==> src/rtl/clock_pkg.sv <==
// rtl/clock_pkg.sv - shared time-field codes, field limits, ring state and time struct
// Used by alarm_channel and alarm_bank. Holds the select codes that pick the edited
// field, the wrap limits of each field, the per-channel ring state enum, the packed
// time struct and a helper that adds whole minutes to a time with hour/day wrap.
package clock_pkg;

    localparam logic [1:0] SELECT_NONE = 2'd0;
    localparam logic [1:0] SELECT_SEC  = 2'd1;
    localparam logic [1:0] SELECT_MIN  = 2'd2;
    localparam logic [1:0] SELECT_HOUR = 2'd3;

    localparam logic [5:0] SEC_MAX  = 6'd59;
    localparam logic [5:0] MIN_MAX  = 6'd59;
    localparam logic [4:0] HOUR_MAX = 5'd23;

    typedef enum logic [1:0] {
        RING_IDLE    = 2'd0,
        RING_RINGING = 2'd1,
        RING_SNOOZED = 2'd2
    } ring_state_t;

    typedef struct packed {
        logic [4:0] hour;
        logic [5:0] min;
        logic [5:0] sec;
    } time_t;

    // Adds up to 59 minutes; at most one minute wrap, which carries into the hour.
    function automatic time_t add_minutes(input time_t t, input logic [5:0] minutes);
        time_t      r;
        logic [6:0] m_sum;
        r     = t;
        m_sum = {1'b0, t.min} + {1'b0, minutes};
        if (m_sum > {1'b0, MIN_MAX}) begin
            r.min  = 6'(m_sum - 7'd60);
            r.hour = (t.hour == HOUR_MAX) ? 5'd0 : t.hour + 5'd1;
        end else begin
            r.min = m_sum[5:0];
        end
        return r;
    endfunction

endpackage

==> src/rtl/alarm_channel.sv <==
// rtl/alarm_channel.sv - one alarm channel: stored time, armed bit, ring FSM and counter
// Optional feature macro: ALARM_SNOOZE_EN (adds snooze_en input and snooze target register).
// Ports:
//   clk, reset                 clock, synchronous active-high reset
//   tick                       one-cycle pulse when the running second changes
//   cur_sec/cur_min/cur_hour   running time
//   edit_en, edit_sel          increment the selected field of this channel
//   arm_en                     toggle the armed bit of this channel
//   dismiss                    silence this channel
//   snooze_en                  snooze edge (ALARM_SNOOZE_EN only)
//   sec_out/min_out/hour_out   stored alarm time
//   armed, ringing             armed bit, ring state is RINGING
module alarm_channel
    import clock_pkg::*;
#(
    parameter int RING_SECONDS   = 60,
    parameter int SNOOZE_MINUTES = 5
) (
    input  logic       clk,
    input  logic       reset,
    input  logic       tick,
    input  logic [5:0] cur_sec,
    input  logic [5:0] cur_min,
    input  logic [4:0] cur_hour,
    input  logic       edit_en,
    input  logic [1:0] edit_sel,
    input  logic       arm_en,
    input  logic       dismiss,
`ifdef ALARM_SNOOZE_EN
    input  logic       snooze_en,
`endif
    output logic [5:0] sec_out,
    output logic [5:0] min_out,
    output logic [4:0] hour_out,
    output logic       armed,
    output logic       ringing
);

    // Counter runs 0..RING_SECONDS-1; the tick that would reach RING_SECONDS ends the ring.
    localparam logic [7:0] RING_LAST = 8'(RING_SECONDS - 1);

    time_t       time_q, time_d;
    logic        armed_q, armed_d;
    ring_state_t state_q, state_d;
    logic [7:0]  cnt_q, cnt_d;
    time_t       cur;
    logic        match;

`ifdef ALARM_SNOOZE_EN
    localparam logic [5:0] SNOOZE_INC = 6'(SNOOZE_MINUTES);
    time_t       target_q, target_d;
`else
    logic        unused_snooze_param;
    assign unused_snooze_param = ^6'(SNOOZE_MINUTES);
`endif

    assign cur = {cur_hour, cur_min, cur_sec};

    always_comb begin
        time_d  = time_q;
        armed_d = armed_q ^ arm_en;
        state_d = state_q;
        cnt_d   = cnt_q;
`ifdef ALARM_SNOOZE_EN
        target_d = target_q;
`endif

        if (edit_en) begin
            case (edit_sel)
                SELECT_SEC:  time_d.sec  = (time_q.sec  == SEC_MAX)  ? 6'd0 : time_q.sec  + 6'd1;
                SELECT_MIN:  time_d.min  = (time_q.min  == MIN_MAX)  ? 6'd0 : time_q.min  + 6'd1;
                SELECT_HOUR: time_d.hour = (time_q.hour == HOUR_MAX) ? 5'd0 : time_q.hour + 5'd1;
                default: ;
            endcase
        end

        // Uses the pre-edit time and pre-toggle armed bit, so an arm in this cycle
        // never fires for the current second.
        match = tick && armed_q && (cur == time_q);

        case (state_q)
            RING_IDLE: begin
                if (match) begin
                    state_d = RING_RINGING;
                    cnt_d   = 8'd0;
                end
            end
            RING_RINGING: begin
`ifdef ALARM_SNOOZE_EN
                if (snooze_en) begin
                    state_d  = RING_SNOOZED;
                    target_d = add_minutes(cur, SNOOZE_INC);
                end else
`endif
                if (tick) begin
                    if (cnt_q == RING_LAST) begin
                        state_d = RING_IDLE;
                        cnt_d   = 8'd0;
                    end else begin
                        cnt_d = cnt_q + 8'd1;
                    end
                end
            end
            RING_SNOOZED: begin
`ifdef ALARM_SNOOZE_EN
                if (tick && (cur == target_q)) begin
                    state_d = RING_RINGING;
                    cnt_d   = 8'd0;
                end
`else
                state_d = RING_IDLE;
`endif
            end
            default: state_d = RING_IDLE;
        endcase

        // Dismiss and disarm override any match or snooze return in the same cycle.
        if (dismiss || (arm_en && armed_q)) begin
            state_d = RING_IDLE;
        end
    end

    always_ff @(posedge clk) begin
        if (reset) begin
            time_q  <= '0;
            armed_q <= 1'b0;
            state_q <= RING_IDLE;
            cnt_q   <= 8'd0;
`ifdef ALARM_SNOOZE_EN
            target_q <= '0;
`endif
        end else begin
            time_q  <= time_d;
            armed_q <= armed_d;
            state_q <= state_d;
            cnt_q   <= cnt_d;
`ifdef ALARM_SNOOZE_EN
            target_q <= target_d;
`endif
        end
    end

    assign sec_out  = time_q.sec;
    assign min_out  = time_q.min;
    assign hour_out = time_q.hour;
    assign armed    = armed_q;
    assign ringing  = (state_q == RING_RINGING);

endmodule

==> src/rtl/alarm_bank.sv <==
// rtl/alarm_bank.sv - NUM_ALARMS-channel alarm unit with shared edge detect and second tick
// Optional feature macro: ALARM_SNOOZE_EN (adds the snooze input and per-channel snooze).
// Ports:
//   clk, reset                 clock, synchronous active-high reset
//   sec_in/min_in/hour_in      running time from the clock block
//   chan                       channel addressed by edits, arm toggle and readback
//   select                     field to edit (SELECT_NONE/SEC/MIN/HOUR)
//   increment, arm_toggle      level inputs, act on their rising edge
//   dismiss                    level, silences every channel
//   snooze                     level, rising edge snoozes ringing channels (ALARM_SNOOZE_EN only)
//   sec_out/min_out/hour_out   stored time of chan (combinational readback)
//   armed, ringing             per-channel bits
//   out                        any channel ringing
module alarm_bank
    import clock_pkg::*;
#(
    parameter int  NUM_ALARMS     = 4,
    parameter int  RING_SECONDS   = 60,
    parameter int  SNOOZE_MINUTES = 5,
    localparam int CH_W           = (NUM_ALARMS > 1) ? $clog2(NUM_ALARMS) : 1
) (
    input  logic                  clk,
    input  logic                  reset,
    input  logic [5:0]            sec_in,
    input  logic [5:0]            min_in,
    input  logic [4:0]            hour_in,
    input  logic [CH_W-1:0]       chan,
    input  logic [1:0]            select,
    input  logic                  increment,
    input  logic                  arm_toggle,
    input  logic                  dismiss,
`ifdef ALARM_SNOOZE_EN
    input  logic                  snooze,
`endif
    output logic [5:0]            sec_out,
    output logic [5:0]            min_out,
    output logic [4:0]            hour_out,
    output logic [NUM_ALARMS-1:0] armed,
    output logic [NUM_ALARMS-1:0] ringing,
    output logic                  out
);

    logic       inc_q, inc_d;
    logic       arm_q, arm_d;
    logic [5:0] sec_prev_q, sec_prev_d;
    logic       tick_en_q, tick_en_d;
    logic       inc_edge, arm_edge, tick;
`ifdef ALARM_SNOOZE_EN
    logic       snz_q, snz_d;
    logic       snz_edge;
`endif

    logic [5:0] ch_sec  [NUM_ALARMS];
    logic [5:0] ch_min  [NUM_ALARMS];
    logic [4:0] ch_hour [NUM_ALARMS];

    always_comb begin
        inc_d      = increment;
        arm_d      = arm_toggle;
        sec_prev_d = sec_in;
        tick_en_d  = 1'b1;
`ifdef ALARM_SNOOZE_EN
        snz_d      = snooze;
`endif
    end

    always_ff @(posedge clk) begin
        if (reset) begin
            inc_q      <= 1'b0;
            arm_q      <= 1'b0;
            sec_prev_q <= 6'd0;
            tick_en_q  <= 1'b0;
`ifdef ALARM_SNOOZE_EN
            snz_q      <= 1'b0;
`endif
        end else begin
            inc_q      <= inc_d;
            arm_q      <= arm_d;
            sec_prev_q <= sec_prev_d;
            tick_en_q  <= tick_en_d;
`ifdef ALARM_SNOOZE_EN
            snz_q      <= snz_d;
`endif
        end
    end

    assign inc_edge = increment  & ~inc_q;
    assign arm_edge = arm_toggle & ~arm_q;
    // The second sample is 0 straight out of reset, so the first cycle is masked
    // to avoid a spurious tick when the clock is not at second 0.
    assign tick     = tick_en_q && (sec_in != sec_prev_q);
`ifdef ALARM_SNOOZE_EN
    assign snz_edge = snooze & ~snz_q;
`endif

    for (genvar i = 0; i < NUM_ALARMS; i++) begin : g_ch
        alarm_channel #(
            .RING_SECONDS  (RING_SECONDS),
            .SNOOZE_MINUTES(SNOOZE_MINUTES)
        ) u_ch (
            .clk      (clk),
            .reset    (reset),
            .tick     (tick),
            .cur_sec  (sec_in),
            .cur_min  (min_in),
            .cur_hour (hour_in),
            .edit_en  (inc_edge && (chan == CH_W'(i))),
            .edit_sel (select),
            .arm_en   (arm_edge && (chan == CH_W'(i))),
            .dismiss  (dismiss),
`ifdef ALARM_SNOOZE_EN
            .snooze_en(snz_edge),
`endif
            .sec_out  (ch_sec[i]),
            .min_out  (ch_min[i]),
            .hour_out (ch_hour[i]),
            .armed    (armed[i]),
            .ringing  (ringing[i])
        );
    end

    // An out-of-range chan matches no channel and reads back as zero.
    always_comb begin
        sec_out  = 6'd0;
        min_out  = 6'd0;
        hour_out = 5'd0;
        for (int i = 0; i < NUM_ALARMS; i++) begin
            if (chan == CH_W'(i)) begin
                sec_out  = ch_sec[i];
                min_out  = ch_min[i];
                hour_out = ch_hour[i];
            end
        end
    end

    assign out = |ringing;

endmodule

==> config.mk <==
export PLATFORM = sky130hd
export DESIGN_NAME = alarm_bank
export DESIGN_NICKNAME = d
export VERILOG_FILES = /design/src/rtl/clock_pkg.sv /design/src/rtl/alarm_channel.sv /design/src/rtl/alarm_bank.sv
export SDC_FILE = /design/constraint.sdc
export NUM_CORES = 1
export LEC_CHECK = 0
export CORE_ASPECT_RATIO = 0.9
export CORE_UTILIZATION = 59
export CTS_BUF_LIST = sky130_fd_sc_hd__clkbuf_16
export CTS_CLUSTER_DIAMETER = 30
export DETAILED_ROUTE_END_ITERATION = 16
export GPL_ROUTABILITY_DRIVEN = 0
export PLACE_DENSITY = 0.91
export SLEW_MARGIN = 20
export SYNTH_ARGS = -nofsm -noshare
export SYNTH_HDL_FRONTEND = slang
export SYNTH_SLANG_ARGS = --single-unit
==> constraint.sdc <==
create_clock -name clk -period 3 [get_ports clk]
set_clock_uncertainty 0.15 [all_clocks]
set_input_delay 0.6 -clock clk [delete_from_list [all_inputs] [get_ports clk]]
set_output_delay 0.6 -clock clk [all_outputs]
set_load 0.01 [all_outputs]
# Word-level counts from Yosys, hierarchy flattened
# Cells that the tools add are included.
# classes
n_reduce_logical,59
n_bitwise,8
add_sub_neg,16
n_eq_ne,43
mux,57
# op_table
cell,n
2-to-1 mux 6 bit,16
2-to-1 mux 8 bit,12
== test 17 bit,4
case mux 8 bit (2 select lines),4
adder 6 x 1 -> 6 bit (second input constant),8
== test 6 bit (second input constant),8
2-to-1 mux 5 bit,8
adder 8 x 1 -> 8 bit (second input constant),4
== test 8 x 6 -> 1 bit (second input constant),4
2-to-1 mux 2 bit,12
AND reduction 2 bit,12
AND reduction 3 bit,8
logical AND 1 bit,21
adder 5 x 1 -> 5 bit (second input constant),4
== test 5 bit (second input constant),4
case mux 2 bit (2 select lines),4
inequality test 2 bit (second input constant),7
== test 2 x 1 -> 1 bit (second input constant),6
zero test 2 bit,5
inequality test 2 x 1 -> 1 bit (second input constant),5
== test 2 bit (second input constant),4
nonzero test 2 bit,4
OR reduction 2 bit,4
inequality test 6 bit,1
6 further kinds,14
# word_totals
wordCells,211
register_bits,121

# Logic depth before layout (Yosys ltp)
# logic_depth
word_depth,6
depth_mapped,8

# Modules after synthesis
# A second synthesis with hierarchy kept.
# unflattened
hier_cells,753
area_unflattened_um2,6932.9
# by_module_without_submodules
module,n_inst,seq_area_each_um2,cells_per_inst,area_each_um2
alarm_channel at g_ch[1].u_ch ...,2,540.5,168,1485.2
alarm_channel at g_ch[3].u_ch,1,540.5,183,1622.8
alarm_channel at g_ch[0].u_ch,1,540.5,173,1546.5
alarm_bank,1,180.2,61,793.3

# Least setup slack after synthesis
# Ideal clock, no wire load.
# synth_timing
path_type,input to output
start,input port chan[0]
end,output port sec_out[4]
arrival_ns,1.810
cell_stages,3
path_slack_ns,0.440
t_required_ns,2.250
path_buffers,2
path_cell_list,buf_2 clkbuf_1 mux4_2
# synth_via
elab_chain_len,5
# synth_lines
item,line_no,source
start: declaration,alarm_bank.sv:27,"input logic [CH_W-1:0] chan,"
zero test 2 bit,alarm_bank.sv:128,if (chan == CH_W'(i)) begin
2-to-1 mux 6 bit (3 in a row),alarm_bank.sv:128,
2-to-1 mux 6 bit (*),alarm_bank.sv:128,
end: declaration,alarm_bank.sv:35,"output logic [5:0] sec_out,"
# Mark *: on every way between the ends. The rest lies on a longest branch, timed or not.

# Worst setup path after layout
# layout_timing
start,input port chan[1]
end,output port hour_out[2]
# layout_via
elab_chain_len,5
# layout_lines
item,line_no,source
zero test 2 bit,alarm_bank.sv:128,
2-to-1 mux 5 bit (3 in a row),alarm_bank.sv:128,
2-to-1 mux 5 bit (*),alarm_bank.sv:128,
end: declaration,alarm_bank.sv:37,"output logic [4:0] hour_out,"
# Marked as above.

==> out/qor.tcl <==
set qor(path_max_fanout) 14
set qor(max-slew-margin-rel_pct) 59.6
set qor(report.final.slew_viol_count) 0
set qor(final_min_period_over_clock_period_pct) 95.9
set qor(hold_depth) 2
set qor(cp_data_arrival_time_ps) 2130
set qor(rr_endpoint) {g_ch[1].u_ch.cnt_q[0]}
set qor(maximum_number_of_pins_on_one_net_before_global_route_repair) 35
set qor(maximum_capacitance_violations) 0
set qor(cts_root_buffer) {clkbuf_16}
set qor(globalRouteTotalUtil_pct) 35.9
set qor(die_area_um2) 11700
set qor(clkTransAtPathRegs_ps) 60
set qor(period_minus_slack_ps) 2880
set qor(layout.core_utilization_pct) 73.7
set qor(remaining_drc_errors) 0
set qor(viasPerCell) 6.57
set qor(post_synth_instance_area_um2) 6670
set qor(worstPathCellList) {clkdlybuf4s50_1, buf_12, mux4_2, dlygate4sd2_1}
set qor(crit-reg2reg-launch) {g_ch[1].u_ch.sec_out[3]}
set qor(synth-warning-count) 0
set qor(synth-async-reset-ratio_pct) 0
set qor(port-buffer-count) 51
set qor(routed-via-count) 6415
set qor(placementRows) 36
set qor(cts_made_buffers) 17
set qor(vdd.ir_drop.worst_v) 0.000422
set qor(cts_tree) {yes}
set qor(synth_enable_flop_cells) 0
set qor(syn_area_per_cell_um2) 9.00
set qor(ctsLongestPathBuffers) 2
set qor(cpMaxStageDelayCell) {clkdlybuf4s50_1}
set qor(yosys_register_bits) 117
set qor(worst_hold_path.endpoint) {arm_q}
set qor(synthesis.instances) 741
set qor(critPathLaunchType) {input pin}
set qor(num_io_pins) 52
set qor(fin_cells) 976
set qor(detailed_place.area_um2) 7460
set qor(final-setup-viol-count) 0
set qor(finalNetCount) 858
set qor(totalPowerFinal_w) 0.00399
set qor(layout.cells.most_common) {dfxtp_1}
set qor(reg2reg_depth) 6
set qor(clock_tree.htree_level_count) 4
set qor(ws_path_type) {in -> out}
set qor(layout-drive-gt1-share_pct) 11.5
set qor(synth.yosys.seq_area_share_pct) 35.1
set qor(run_status) {finished clean}
set qor(wirelength_um) 19800
set qor(hold_path.class) {in -> reg}
set qor(finalHoldViolations) 0
set qor(achievable-frequency_mhz) 347
set qor(min_from) {reset}
set qor(mostFrequentLayoutCells) {dfxtp_1 (117), nor2_1 (72), nand2_1 (60), xnor2_1 (60), xor2_1 (55)}
set qor(antenna_cells) 0
set qor(postRouteAntennaNets) 0
set qor(synth.net_count) 787
set qor(p_per_area_nw_per_um2) 496
set qor(first_pass_iters) 8
set qor(critical_path.max_stage_delay_ps) 520
set qor(placeableCoreArea_um2) 10900
set qor(initial_utilization_pct) 61.2
set qor(clock_latency_ps) 430
set qor(first_iter_violations) 641
set qor(cts.sinks) 117
set qor(worst_slew_pin_slew_ps) 599
set qor(netlist-cell-type-count) 64
set qor(synth_top_flop_cell) {dfxtp_1}
set qor(detailedPlacementHpwl_um) 13700
set qor(dpl_worst_slack_ps) -122
set qor(placed_cells_incl_taps) 945
set qor(critPathCaptureType) {output port}
set qor(overall_die_width_um) 114
set qor(area_growth_syn_to_layout_pct) 20.6
set qor(final_standard_cell_area_without_fillers_um2) 8040
set qor(antenna_found_initial) 0
set qor(p_leak_nw) 3.04
set qor(die_y_um) 103
set qor(post_cts_hold_buffer_count) 0
set qor(worst_ep_required_time_ps) 2250
set qor(setup.reg_to_reg.worst_slack_ps) 550
set qor(rsz0062_at_grt) {no}
set qor(detail_route.wl_per_cell_um) 20.3
set qor(grt_first_pass_wirelength_um) 31700
set qor(via_count_of_the_first_global_routing_pass) 6235
set qor(globalRouteOverflowTotal) 0
set qor(worst_slack_ps) 122
-- registers in the layout, indices dropped and copies added, names as in the netlist --
name                flops
inc_q                   1
g_ch.u_ch.hour_out     20
g_ch.u_ch.armed         4
sec_prev_q              6
g_ch.u_ch.sec_out      24
g_ch.u_ch.cnt_q        32
arm_q                   1
tick_en_q               1
g_ch.u_ch.min_out      24
g_ch.u_ch.state_q       4
-- metal layers --
layer / part of all wire [%] / track usage, % / wire length, µm / vias up
li1: - / - / - / 2817
met1: 37 / 41.6 / 7310 / 3026
met2: 47 / 59.0 / 9230 / 444
met3: 11 / 10.9 / 2170 / 128
met4: 5.7 / 22.1 / 1130 / 0
met5: 0 / 0 / 0 / -
-- Yosys cell counts, types with 9 or more instances --
cell      number  area share (%)
a21oi_1       28             2.1
and3_1         9            0.84
buf_4          9             1.0
clkbuf_1      12            0.68
dfxtp_1      117              35
ha_1          20             3.8
inv_1         22             1.2
mux4_2        17             5.7
nand2_1       60             3.4
nand3_1       30             2.3
nand4_1       31             2.9
nor2_1        72             4.1
nor2b_1       14             1.3
nor3_1        12            0.90
nor4_1        11             1.0
o21ai_0       29             2.2
or3_1         12             1.1
xnor2_1       60             7.9
xor2_1        55             7.2
-- report_power, final --
part	internal, W	total [W]	switching [W]
clock network	0.00136	0.00211	0.000752
logic	0.000127	0.000291	0.000163
registers	0.00157	0.00158	0.0000131
total	0.00306	0.00399	0.000929
-- worst max path at each step --
stage	from	end	slack [ps]	depth (start not counted)
2_1_floorplan	chan[0]	sec_out[4]	440	3
3_3_place_gp	min_in[1]	g_ch[1].u_ch.cnt_q[0]	-50	7
3_5_place_dp	chan[1]	g_ch[2].u_ch.sec_out[4]	-120	8
4_1_cts	chan[1]	min_out[0]	120	4
5_1_grt	chan[1]	g_ch[2].u_ch.sec_out[4]	60	8
6_report	chan[1]	hour_out[2]	120	4
-- worst max-delay path: cells and delay by family --
family                 cells  cell delay, ps
buffers and inverters      3            1000
muxes                      1             510
-- stage by stage --
step	TNS, ps	hold WS (ps)
6_report	0	256
5_1_grt	0	273
4_1_cts	0	253
3_5_place_dp	-1990	313
3_3_place_gp	-482	305
2_1_floorplan	0	291
-- area by class of cell --
cell class                 count  area (µm²)
inverter                      23        86.3
fill                         712        2860
tap                          152         190
timing repair buffer          85         768
multi-input combinational    568        4060
clock inverter                14         170
clock buffer                  17         425
sequential                   117        2340
-- cell families (layout without fill, tap and decap cells) --
family | after synthesis | count (layout) | synth area share (%)
muxes | 25 | 25 | 7.02
DFF | 117 | 117 | 35.1
adders and majority gates | 20 | 20 | 3.75
and+or+nand+nor | 292 | 292 | 22.8
xor gates and xnor gates | 115 | 115 | 15.1
buffers and inverters | 56 | 139 | 4.02
AOI/OAI and AO/OA | 116 | 116 | 12.2
-- timing repair --
item | CTS | global route
resized for setup | 18 | 0
setup buffers | 0 | 0
setup endpoints to repair | 17 | 0
hold endpoints to repair | 0 | 0
Power figures use the tool's default switching activity.
